**src/rtl/alu_16bit_sequencer_pkg.sv**
```systemverilog
// Shared encodings for the 16-bit arithmetic sequencer: ops, FSM states, flag bit positions.
// The optional single-pass build is selected with ALU16_SINGLE_PASS_EN.
package alu_16bit_sequencer_pkg;

   typedef enum logic [1:0] {
      OP_INC   = 2'b00,
      OP_DEC   = 2'b01,
      OP_ADD16 = 2'b10,
      OP_ADDSP = 2'b11
   } op_e;

   typedef enum logic [1:0] {
      ST_IDLE = 2'b00,
      ST_LOW  = 2'b01,
      ST_HIGH = 2'b10,
      ST_DONE = 2'b11
   } state_e;

   localparam int FLAG_Z = 3;
   localparam int FLAG_N = 2;
   localparam int FLAG_H = 1;
   localparam int FLAG_C = 0;

   // DEC is an add of all-ones; ADDSP sign-extends the 8-bit displacement.
   function automatic logic [15:0] b_effective(input op_e op, input logic [15:0] b);
      logic [15:0] r;
      r = 16'h0001;
      case (op)
         OP_INC:   r = 16'h0001;
         OP_DEC:   r = 16'hFFFF;
         OP_ADD16: r = b;
         OP_ADDSP: r = {{8{b[7]}}, b[7:0]};
         default:  r = 16'h0001;
      endcase
      return r;
   endfunction

endpackage

```
**src/rtl/alu_16bit_sequencer_if.sv**
```systemverilog
// Request/response bundle between the decoder (master) and the 16-bit sequencer (slave).
// Shared by the default build and the ALU16_SINGLE_PASS_EN build.
interface alu_16bit_sequencer_if;
   logic        i_Enable;
   logic        i_Start;
   logic [1:0]  i_Op;
   logic [15:0] i_Operand_A;
   logic [15:0] i_Operand_B;
   logic [3:0]  i_F;
   logic        o_Busy;
   logic        o_Done;
   logic [15:0] o_Result;
   logic [3:0]  o_Ext_Flags;
   logic        o_Save_Flags;

   modport master (
      output i_Enable, i_Start, i_Op, i_Operand_A, i_Operand_B, i_F,
      input  o_Busy, o_Done, o_Result, o_Ext_Flags, o_Save_Flags
   );

   modport slave (
      input  i_Enable, i_Start, i_Op, i_Operand_A, i_Operand_B, i_F,
      output o_Busy, o_Done, o_Result, o_Ext_Flags, o_Save_Flags
   );
endinterface

```
**src/rtl/alu_16bit_sequencer_byte_adder.sv**
```systemverilog
// 8-bit a+b+cin with half-carry (out of bit 3) and carry (out of bit 7).
// Used once normally, twice chained under ALU16_SINGLE_PASS_EN.
module byte_adder (
   input  logic [7:0] a,
   input  logic [7:0] b,
   input  logic       cin,
   output logic [7:0] sum,
   output logic       half_carry,
   output logic       carry
);
   logic [4:0] nibble;
   logic [8:0] full;

   assign nibble     = {1'b0, a[3:0]} + {1'b0, b[3:0]} + {4'b0000, cin};
   assign full       = {1'b0, a} + {1'b0, b} + {8'h00, cin};
   assign sum        = full[7:0];
   assign half_carry = nibble[4];
   assign carry      = full[8];
endmodule

```
**src/rtl/alu_16bit_sequencer.sv**
```systemverilog
// Multi-cycle 16-bit INC/DEC/ADD16/ADDSP built on a shared byte adder (low pass, then high pass).
// Define ALU16_SINGLE_PASS_EN to chain two byte adders and drop the HIGH state.
module alu_16bit_sequencer
   import alu_16bit_sequencer_pkg::*;
(
   input  logic                   i_Clk,
   input  logic                   i_Reset_n,
   alu_16bit_sequencer_if.slave   bus
);

   state_e      state_q, state_d;
   logic [15:0] a_p0, b_p0;
   op_e         op_p0;
   logic        z_p0;
   logic [7:0]  sum_lo_p1;
   logic        c7_p1, h3_p1;
   logic        c15_p2, h11_p2;
   logic [15:0] result_p2;
   logic [7:0]  lo_sum, hi_sum;
   logic        lo_h, lo_c, hi_h, hi_c;

`ifdef ALU16_SINGLE_PASS_EN
   byte_adder u_add_lo (.a(a_p0[7:0]),  .b(b_p0[7:0]),  .cin(1'b0), .sum(lo_sum), .half_carry(lo_h), .carry(lo_c));
   byte_adder u_add_hi (.a(a_p0[15:8]), .b(b_p0[15:8]), .cin(lo_c), .sum(hi_sum), .half_carry(hi_h), .carry(hi_c));
`else
   logic [7:0] add_a, add_b;
   logic       add_cin;

   // The single adder sees the low bytes in LOW and the high bytes plus c7 in HIGH.
   always_comb begin
      add_a   = (state_q == ST_HIGH) ? a_p0[15:8] : a_p0[7:0];
      add_b   = (state_q == ST_HIGH) ? b_p0[15:8] : b_p0[7:0];
      add_cin = (state_q == ST_HIGH) ? c7_p1 : 1'b0;
   end

   byte_adder u_add (.a(add_a), .b(add_b), .cin(add_cin), .sum(lo_sum), .half_carry(lo_h), .carry(lo_c));
   assign hi_sum = lo_sum;
   assign hi_h   = lo_h;
   assign hi_c   = lo_c;
`endif

   always_comb begin
      state_d = state_q;
      case (state_q)
         ST_IDLE: if (bus.i_Start) state_d = ST_LOW;
`ifdef ALU16_SINGLE_PASS_EN
         ST_LOW:  state_d = ST_DONE;
`else
         ST_LOW:  state_d = ST_HIGH;
`endif
         ST_HIGH: state_d = ST_DONE;
         ST_DONE: state_d = ST_IDLE;
         default: state_d = ST_IDLE;
      endcase
   end

   always_ff @(posedge i_Clk) begin
      if (!i_Reset_n) begin
         state_q   <= ST_IDLE;
         result_p2 <= '0;
      end else if (bus.i_Enable) begin
         state_q <= state_d;
         case (state_q)
            // p0: operand capture
            ST_IDLE: if (bus.i_Start) begin
               a_p0  <= bus.i_Operand_A;
               b_p0  <= b_effective(op_e'(bus.i_Op), bus.i_Operand_B);
               op_p0 <= op_e'(bus.i_Op);
               z_p0  <= bus.i_F[FLAG_Z];
            end
            // p1: low byte (and, single-pass, the high byte too)
            ST_LOW: begin
               sum_lo_p1 <= lo_sum;
               c7_p1     <= lo_c;
               h3_p1     <= lo_h;
`ifdef ALU16_SINGLE_PASS_EN
               c15_p2    <= hi_c;
               h11_p2    <= hi_h;
               result_p2 <= {hi_sum, lo_sum};
`endif
            end
            // p2: high byte, result assembled on entry to DONE
            ST_HIGH: begin
               c15_p2    <= hi_c;
               h11_p2    <= hi_h;
               result_p2 <= {hi_sum, sum_lo_p1};
            end
            default: ;
         endcase
      end
   end

   // Downstream ALU ORs these flags into its bus, so they stay zero outside DONE.
   always_comb begin
      bus.o_Ext_Flags  = 4'b0000;
      bus.o_Save_Flags = 1'b0;
      if (state_q == ST_DONE) begin
         case (op_p0)
            OP_ADD16: begin
               bus.o_Ext_Flags[FLAG_Z] = z_p0;
               bus.o_Ext_Flags[FLAG_N] = 1'b0;
               bus.o_Ext_Flags[FLAG_H] = h11_p2;
               bus.o_Ext_Flags[FLAG_C] = c15_p2;
               bus.o_Save_Flags        = 1'b1;
            end
            OP_ADDSP: begin
               bus.o_Ext_Flags[FLAG_H] = h3_p1;
               bus.o_Ext_Flags[FLAG_C] = c7_p1;
               bus.o_Save_Flags        = 1'b1;
            end
            default: ;
         endcase
      end
   end

   assign bus.o_Busy   = (state_q != ST_IDLE);
   assign bus.o_Done   = (state_q == ST_DONE);
   assign bus.o_Result = result_p2;

endmodule

```
**src/flat_wrapper.sv**
```systemverilog
// flat-port wrapper written by rule: the top's interface ports become plain ports
module alu_16bit_sequencer_flat import alu_16bit_sequencer_pkg::*;
  (i_Clk, i_Reset_n, bus_i_Enable, bus_i_Start, bus_i_Op, bus_i_Operand_A, bus_i_Operand_B, bus_i_F, bus_o_Busy, bus_o_Done, bus_o_Result, bus_o_Ext_Flags, bus_o_Save_Flags);
  alu_16bit_sequencer_if bus_i ();
  input  logic i_Clk;
  input  logic i_Reset_n;
  input wire logic [$bits(bus_i.i_Enable)-1:0] bus_i_Enable;
  input wire logic [$bits(bus_i.i_Start)-1:0] bus_i_Start;
  input wire logic [$bits(bus_i.i_Op)-1:0] bus_i_Op;
  input wire logic [$bits(bus_i.i_Operand_A)-1:0] bus_i_Operand_A;
  input wire logic [$bits(bus_i.i_Operand_B)-1:0] bus_i_Operand_B;
  input wire logic [$bits(bus_i.i_F)-1:0] bus_i_F;
  output wire logic [$bits(bus_i.o_Busy)-1:0] bus_o_Busy;
  output wire logic [$bits(bus_i.o_Done)-1:0] bus_o_Done;
  output wire logic [$bits(bus_i.o_Result)-1:0] bus_o_Result;
  output wire logic [$bits(bus_i.o_Ext_Flags)-1:0] bus_o_Ext_Flags;
  output wire logic [$bits(bus_i.o_Save_Flags)-1:0] bus_o_Save_Flags;
  assign bus_i.i_Enable = bus_i_Enable;
  assign bus_i.i_Start = bus_i_Start;
  assign bus_i.i_Op = bus_i_Op;
  assign bus_i.i_Operand_A = bus_i_Operand_A;
  assign bus_i.i_Operand_B = bus_i_Operand_B;
  assign bus_i.i_F = bus_i_F;
  assign bus_o_Busy = bus_i.o_Busy;
  assign bus_o_Done = bus_i.o_Done;
  assign bus_o_Result = bus_i.o_Result;
  assign bus_o_Ext_Flags = bus_i.o_Ext_Flags;
  assign bus_o_Save_Flags = bus_i.o_Save_Flags;
  alu_16bit_sequencer u_core (.i_Clk(i_Clk), .i_Reset_n(i_Reset_n), .bus(bus_i));
endmodule
```
**config.mk**
```make
export PLATFORM = sky130hd
export DESIGN_NAME = alu_16bit_sequencer_flat
export DESIGN_NICKNAME = d
export VERILOG_FILES = /design/src/rtl/alu_16bit_sequencer_pkg.sv /design/src/rtl/alu_16bit_sequencer_if.sv /design/src/rtl/alu_16bit_sequencer_byte_adder.sv /design/src/rtl/alu_16bit_sequencer.sv /design/src/flat_wrapper.sv
export SDC_FILE = /design/constraint.sdc
export NUM_CORES = 1
export LEC_CHECK = 0
export ABC_AREA = 1
export CAP_MARGIN = 20
export CORE_MARGIN = 5
export CORE_UTILIZATION = 46
export DETAILED_ROUTE_END_ITERATION = 10
export PLACE_DENSITY = 0.74
export SYNTH_ARGS = -nofsm -noshare
export SYNTH_HDL_FRONTEND = slang
export SYNTH_SLANG_ARGS = --single-unit
```
**constraint.sdc**
```tcl
create_clock -name i_Clk -period 5.55 [get_ports i_Clk]
set_clock_uncertainty 0.15 [all_clocks]
set_input_delay 1.11 -clock i_Clk [delete_from_list [all_inputs] [get_ports i_Clk]]
set_output_delay 1.11 -clock i_Clk [all_outputs]
set_load 0.02 [all_outputs]
```
==> impl_summary.log, run 1 <==
[metrics] CTS tree: yes
[metrics] portion of total power attributed to combinational logic: 17.5%
[metrics] number of global-route vias before repair: 2,134
[metrics] total wire length: 5421 um
[metrics] last weighted congestion value of the routability-driven placer: 0.7943
[metrics] mean area per synthesized cell: 9.422 um2
[metrics] data arrival at the endpoint of the critical path: 3170 ps
[metrics] remaining max-slew budget at the tightest pin: 45.36%
[metrics] clock latency at the later pin of the worst-skew pair: 330 ps
[metrics] Hold Path Class: flop to flop
[metrics] max-cap viol count: 0
[metrics] cell family contributing the most delay on the critical path: adder cells
[metrics] cell repeated most along the worst path: nand2_1
[metrics] total inserted antenna cells: 0
[metrics] Max VDD drop: 0.1594 mV
[metrics] cell chain of the critical path: inv_1, ha_1, inv_1, nand2_1, nand2_1, fa_1, nand2_1, nand2_1, nand3_1, nand2_1, a21oi_1, o21bai_1
[metrics] post-placement worst setup slack: 2276 ps
[metrics] fin nets: 433
[metrics] clk sinks: 65
[metrics] pin count of the biggest net entering global routing: 36
[metrics] standard cell area after detailed placement: 3611 um2
[metrics] transition time at the pin with the least slew margin: 816.6 ps
[metrics] share of total power in the clock network: 34.9%
[metrics] pins over their slew limit: 0
[metrics] type of the worst setup path: flop to flop
[metrics] endpoint kind of the worst setup timing path: flop
[metrics] area of the core: 6277 um2
[metrics] Starting Density: 46.98%
[metrics] final setup slack of the worst path: 2293 ps
[metrics] TNS Setup: 0 ps
[metrics] synth unique cells: 25
[metrics] share of layout cells above drive strength 1: 4.737%
[metrics] number of buffers inserted to repair setup after CTS: 0
[metrics] startpoint of the worst setup timing path: u_core.state_q[0]
[metrics] mean number of vias per cell: 4.562
[metrics] clock slew at the register clock pins of the worst setup and hold paths: 70 ps
[metrics] Final setup violation count: 0
[metrics] root buffer cell: clkbuf_8
[metrics] static leakage power: 0.001626 uW
[metrics] startpoint of the worst register-to-register path: u_core.state_q[0]
[metrics] die outline height: 90.07 um
[metrics] Hold-fix buffers, CTS: 0
[metrics] Largest stage delay, worst path: 640 ps
[metrics] Chip Width: 90.07 um
[metrics] area of the mapped netlist: 2949 um2
[metrics] part of the power in registers: 47.6%
[metrics] number of buffers created by CTS: 9
[metrics] largest driver fanout on the critical path: 18
[metrics] die area: 8113 um2
[metrics] kind of start point of the critical path: flop
[metrics] worst-case clock buffer depth: 2
[metrics] signed area change from the synthesized netlist to the final layout: 29.23%
[metrics] slowest CP cell: ha_1
[metrics] run status: finished clean
[metrics] initial drt markers: 58
[metrics] residual DRC count: 0
[metrics] setup repair after global routing missed its margin: no
[metrics] max frequency: 307.0 MHz
[metrics] final global-route overflow total: 0
[metrics] Sw Ratio: 24.47%
[metrics] top-level I/O count: 65
[metrics] number of gates on the worst path with buffers counted: 12
[metrics] post-layout minimum cycle time: 3257 ps
[metrics] Hold Vio Cnt, Final: 0
[metrics] Post-Synthesis Cells: 313
[metrics] post-cts gate resize count: 0
[metrics] share of the clock period used by the worst path after layout: 58.69%
[metrics] switching power of the nets: 287.4 uW
[metrics] number of buffers and inverters on the critical path: 2
[metrics] global-route wire length before repair: 9342 um
[metrics] internal reg-to-reg setup slack: 2290 ps
[metrics] Syn. warnings: 0
[metrics] internal power summed over all cells: 887.0 uW
[metrics] total nets after synthesis: 370
[metrics] sequential element share of the synthesized area: 60.08%
[metrics] overall routing resource usage: 14.26%
[metrics] standard-cell row count: 29
[metrics] required time of the critical path: 5470 ps
[metrics] total of buffers placed on input and output ports: 60
[metrics] #FFs+latches synth: 65
[metrics] end point of the critical path: u_core.c15_p2
[metrics] number of antenna-violating nets in the routed design: 0
[metrics] wire length per cell: 11.86 um
[metrics] antenna violations before repair: 0
[metrics] sum of net half-perimeters after detailed placement: 4155 um
[metrics] count of H-tree levels built during CTS: 3
[metrics] final non-filler cell area: 3811 um2
[metrics] worst reg2reg path endpoint: u_core.c15_p2
[metrics] total power density per cell area: 308.1 nW/um2
[metrics] number of detailed-routing iterations run before antenna repair: 4
[metrics] via count: 2,085
[metrics] FF-to-FF path depth: 12
[power by group through the flow]
stage | clock network [uW] | registers, uW | logic, uW
after floorplan | 0 | 578 | 122
after global placement | 0 | 569 | 201
after detailed placement | 0 | 570 | 207
after CTS | 422 | 559 | 208
after global routing | 440 | 561 | 238
final | 410 | 559 | 205
[flip-flops by register name, summed over array words and instances, names as in the netlist, 2 cells and up]
signal and count:
u_core.bus.o_Result 16, u_core.state_q 2, u_core.sum_lo_p1 8, u_core.op_p0 2, u_core.b_p0 16, u_core.a_p0 16
[per-layer routing]
layer	wire length (um)	GRT usage [%]	vias up
li1	-	-	1124
met1	2281	15.86	894
met2	2692	24.70	57
met3	382	4.341	10
met4	65	6.824	0
met5	0	0	-
[cell families after synthesis]
logic type,Yosys count,share of synthesized area (%)
other,1,0.1272
multiplexers,2,0.6789
adder cells (fa/ha/maj),15,6.873
buffers and inverters,40,5.473
AND/OR/NAND/NOR,163,21.51
AO/OA/AOI/OAI,24,4.370
flip-flops,65,60.08
XOR/XNOR,3,0.8911
[cell usage in the layout (no fill, tap or decap), drive strengths merged]
master / synthesis / final
nand2: 111 / 111
a21oi: 6 / 6
inv: 31 / 31
mux2i: 2 / 2
xor2: 3 / 3
or2: 1 / 1
a211oi: 1 / 1
nand3: 10 / 10
clkdlybuf4s50: 0 / 60
clkinv: 0 / 2
buf: 7 / 1
o21bai: 1 / 1
conb: 1 / 1
ha: 13 / 13
nor3: 1 / 1
edfxtp: 47 / 47
fa: 2 / 2
clkbuf: 2 / 11
dfxtp: 18 / 18
nor2: 39 / 39
nand3b: 1 / 1
o21ai: 16 / 16
bufinv: 0 / 2
[area by class of cell]
class,instances,area [um2]
fill,557,2466
sequential,65,1772
multi-input combinational,208,1018
timing repair buffer,61,608.1
clock buffer,11,131.4
inverter,31,116.4
tap,77,96.34
clock inverter,4,68.82
[synthesized netlist by cell type]
cell type	count	share of area, %
xor2_1	3	0.89
nor2_1	38	4.8
edfxtp_1	47	48
fa_1	2	1.4
clkbuf_1	2	0.25
mux2i_1	2	0.68
o21ai_1	1	0.17
inv_2	1	0.13
buf_2	6	1.0
a211oi_1	1	0.25
nand2_1	111	14
o21ai_2	1	0.30
ha_1	13	5.5
conb_1	1	0.13
nor2_2	1	0.21
o21bai_1	1	0.25
a21oi_1	6	1.0
or2_2	1	0.21
nand3_1	10	1.7
nand3b_1	1	0.25
inv_1	30	3.8
buf_4	1	0.25
dfxtp_1	18	12
o21ai_0	14	2.4
nor3_1	1	0.17
[worst min-delay path: stages, from the launching register on]
cell and delay [ps]:
dfxtp_1 320, nor2_1 40, nor2_1 80
[per-stage QoR]
stage	hold WS, ps	std cells	total power, uW	utilization [%]
4_1_cts	339.4	457	1189	60.71
6_report	332.0	457	1174	60.71
3_3_place_gp	312.0	442	770.1	57.52
5_1_grt	373.3	457	1238	60.71
3_5_place_dp	325.1	442	776.3	57.52
2_1_floorplan	319.4	313	699.8	-
[worst min path at each step]
| stage | startpoint | end | slack [ps] | depth (start not counted) |
|---|---|---|---|---|
| after floorplan | u_core.sum_lo_p1[0] | u_core.bus.o_Result[0] | 320 | 2 |
| after global placement | u_core.bus.o_Result[2] | u_core.bus.o_Result[2] | 310 | 2 |
| after detailed placement | u_core.bus.o_Result[1] | u_core.bus.o_Result[1] | 330 | 2 |
| after CTS | u_core.bus.o_Result[1] | u_core.bus.o_Result[1] | 340 | 2 |
| after global routing | u_core.bus.o_Result[9] | u_core.bus.o_Result[9] | 370 | 2 |
| final | u_core.bus.o_Result[1] | u_core.bus.o_Result[1] | 330 | 2 |
Power figures use the tool's default switching activity.
==> run 2, diff against run 1 <==
Clock period 5.55 ns to 3 ns, I/O delays scaled along.
==> run 2 against run 1 <==
Net effect:
- critical path depth stayed put
- worst hold slack worse by 3.0 ps
- power is 85% higher
- core utilization is 0.46 points higher
- flip-flop and latch count stayed put
- cell count is 0.88% higher
- final area is 0.75% higher
- wire length is 2.2% higher
==> impl_summary.log, run 2 (synthesis gave the netlist of run 1 again) <==
[metrics] run status: finished clean
[metrics] slowest CP cell: fa_1
[metrics] residual DRC count: 0 (unchanged)
[metrics] share of total power in the clock network: 34.7% (-0.2 points)
[metrics] worst-case clock buffer depth: 2 (unchanged)
[metrics] Sw Ratio: 24.64% (+0.17 points)
[metrics] clock latency at the later pin of the worst-skew pair: 340 ps (about the same)
[metrics] kind of start point of the critical path: flop
[metrics] root buffer cell: clkbuf_8
[metrics] initial drt markers: 65 (+12%)
[metrics] fin nets: 437 (+0.92%)
[metrics] cell chain of the critical path: inv_1, ha_1, mux2i_1, fa_1, inv_1, fa_1, nand2_1, nand2_1, nand3_1, nand2_1, a21oi_1, o21bai_1
[metrics] Hold Vio Cnt, Final: 0 (unchanged)
[metrics] internal reg-to-reg setup slack: 190 ps (-2100 ps)
[metrics] worst reg2reg path endpoint: u_core.c15_p2
[metrics] overall routing resource usage: 14.47% (+0.21 points)
[metrics] number of detailed-routing iterations run before antenna repair: 4 (unchanged)
[metrics] Largest stage delay, worst path: 400 ps (-240 ps)
[metrics] startpoint of the worst register-to-register path: u_core.state_q[0]
[metrics] static leakage power: 0.001644 uW (+1.1%)
[metrics] share of the clock period used by the worst path after layout: 93.57% (+35 points)
[metrics] max-cap viol count: 0 (unchanged)
[metrics] number of buffers inserted to repair setup after CTS: 0 (unchanged)
[metrics] final global-route overflow total: 0 (unchanged)
[metrics] Hold Path Class: flop to flop
[metrics] antenna violations before repair: 0 (unchanged)
[metrics] switching power of the nets: 536.6 uW (+87%)
[metrics] post-layout minimum cycle time: 2807 ps (-450.4 ps)
[metrics] share of layout cells above drive strength 1: 5.469% (+0.73 points)
[metrics] data arrival at the endpoint of the critical path: 2740 ps (-430 ps)
[metrics] Hold-fix buffers, CTS: 0 (unchanged)
[metrics] max frequency: 356.2 MHz (+16%)
[metrics] part of the power in registers: 47.5% (about the same)
[metrics] pin count of the biggest net entering global routing: 36 (unchanged)
[metrics] via count: 2,153 (+3.3%)
[metrics] standard-cell row count: 29 (unchanged)
[metrics] total of buffers placed on input and output ports: 60 (unchanged)
[metrics] post-cts gate resize count: 0 (unchanged)
[metrics] global-route wire length before repair: 9390 um (+0.51%)
[metrics] die outline height: 90.07 um (unchanged)
[metrics] portion of total power attributed to combinational logic: 17.8% (+0.3 points)
[metrics] Final setup violation count: 0 (unchanged)
[metrics] die area: 8113 um2 (unchanged)
[metrics] hold path cells: 2 (unchanged)
[metrics] pins over their slew limit: 0 (unchanged)
[metrics] Chip Width: 90.07 um (unchanged)
[metrics] number of global-route vias before repair: 2,151 (+0.80%)
[metrics] Hold Startpoint: u_core.bus.o_Result[3]
[metrics] endpoint kind of the worst setup timing path: flop
[metrics] total inserted antenna cells: 0 (unchanged)
[metrics] area taken by multi-input logic gates: 1018 um2 (unchanged)
[metrics] signed area change from the synthesized netlist to the final layout: 30.21%
[metrics] number of antenna-violating nets in the routed design: 0 (unchanged)
[metrics] required time of the critical path: 2930 ps (-2540 ps)
[metrics] FF-to-FF path depth: 12 (unchanged)
[metrics] most frequent cells in the layout: nand2_1, clkdlybuf4s50_1, edfxtp_1
[metrics] clock slew at the register clock pins of the worst setup and hold paths: 70 ps (about the same)
[metrics] setup repair after global routing missed its margin: no
[metrics] Starting Density: 46.98% (unchanged)
[metrics] type of the worst setup path: flop to flop
[metrics] area of the core: 6277 um2 (unchanged)
[metrics] sum of net half-perimeters after detailed placement: 4237 um (+2.0%)
[metrics] register area: 1772 um2 (unchanged)
[metrics] most common library cell in the layout ignoring fill and taps: nand2_1
[metrics] Worst Hold Endpoint: u_core.bus.o_Result[3]
[metrics] wire length per cell: 12.02 um (+1.3%)
[metrics] number of buffers created by CTS: 9 (unchanged)
[metrics] CTS tree: yes
[metrics] total wire length: 5541 um (+2.2%)
[metrics] clk sinks: 65 (unchanged)
[metrics] internal power summed over all cells: 1641 uW (+85%)
[metrics] filler cell count in the final layout: 526 (-5.6%)
[metrics] overall power after layout: 2177 uW (+85%)
[metrics] Max VDD drop: 0.3018 mV (+89%)
[metrics] cell repeated most along the worst path: nand2_1
[metrics] top-level I/O count: 65 (unchanged)
[metrics] last weighted congestion value of the routability-driven placer: 0.8075 (+1.7%)
[metrics] largest driver fanout on the critical path: 5 (-13)
[metrics] count of H-tree levels built during CTS: 3 (unchanged)
[metrics] total power density per cell area: 567.0 nW/um2 (+84%)
[metrics] TNS Setup: 0 ps (unchanged)
[metrics] mean number of vias per cell: 4.670 (+2.4%)
-- run 2: cell count changes in the layout (fill, tap and decap cells not counted) --
cell,delta
buf_4,+4
clkbuf_1,-1
clkinv_2,-1
clkinv_1,+2
-- run 2: worst max-delay path: cells and delay by family, from the launching register on --
family	cells	cell delay, ps
fa+ha+maj	3	930
simple gates	4	370
flops	1	330
mux	1	300
compound gates	2	250
buf+inv	2	220
-- run 2: worst max-delay path by stage --
stage	startpoint	to
floorplan	i_Reset_n	u_core.a_p0[0]
global placement	u_core.state_q[0]	u_core.c15_p2
detailed placement	u_core.state_q[0]	u_core.c7_p1
CTS	u_core.state_q[0]	u_core.c15_p2
global route	u_core.state_q[0]	u_core.c7_p1
finish	u_core.state_q[0]	u_core.c15_p2
-- run 2: metal layers --
metal,share of wire (%),up-vias,track usage (%)
li1,-,1134,-
met1,42,936,15.53
met2,48,66,24.70
met3,6.4,17,4.174
met4,3.4,0,9.305
met5,0,-,0
-- run 2: metrics by stage --
step | setup slack, ps | std cells | instance area, um2 | util (%) | hold slack [ps]
after global routing | 19.02 | 461 | 3840 | 61.17 | 364.5
after detailed placement | 234.8 | 446 | 3641 | 58.00 | 321.7
after global placement | 378.1 | 446 | 3641 | 58.00 | 311.5
final | 193.0 | 461 | 3840 | 61.17 | 329.0
after CTS | 193.0 | 461 | 3840 | 61.17 | 336.1
after floorplan | 252.9 | 313 | 2949 | - | 319.4
-- run 2: power by group through the flow --
stage | Sequential [uW] | Clock [uW] | Combinational (uW)
2_1_floorplan | 1070 | 0 | 226
3_3_place_gp | 1050 | 0 | 375
3_5_place_dp | 1050 | 0 | 387
4_1_cts | 1030 | 775 | 390
5_1_grt | 1040 | 811 | 443
6_report | 1030 | 756 | 387
-- run 2: layout make-up --
cell class,count,area share [%]
clock inverters,5,1.857
repair buffers,65,16.62
inverters,31,3.030
multi-input cells,208,26.52
well taps,77,2.509
clock buffers,10,3.324
flip-flops and latches,65,46.14
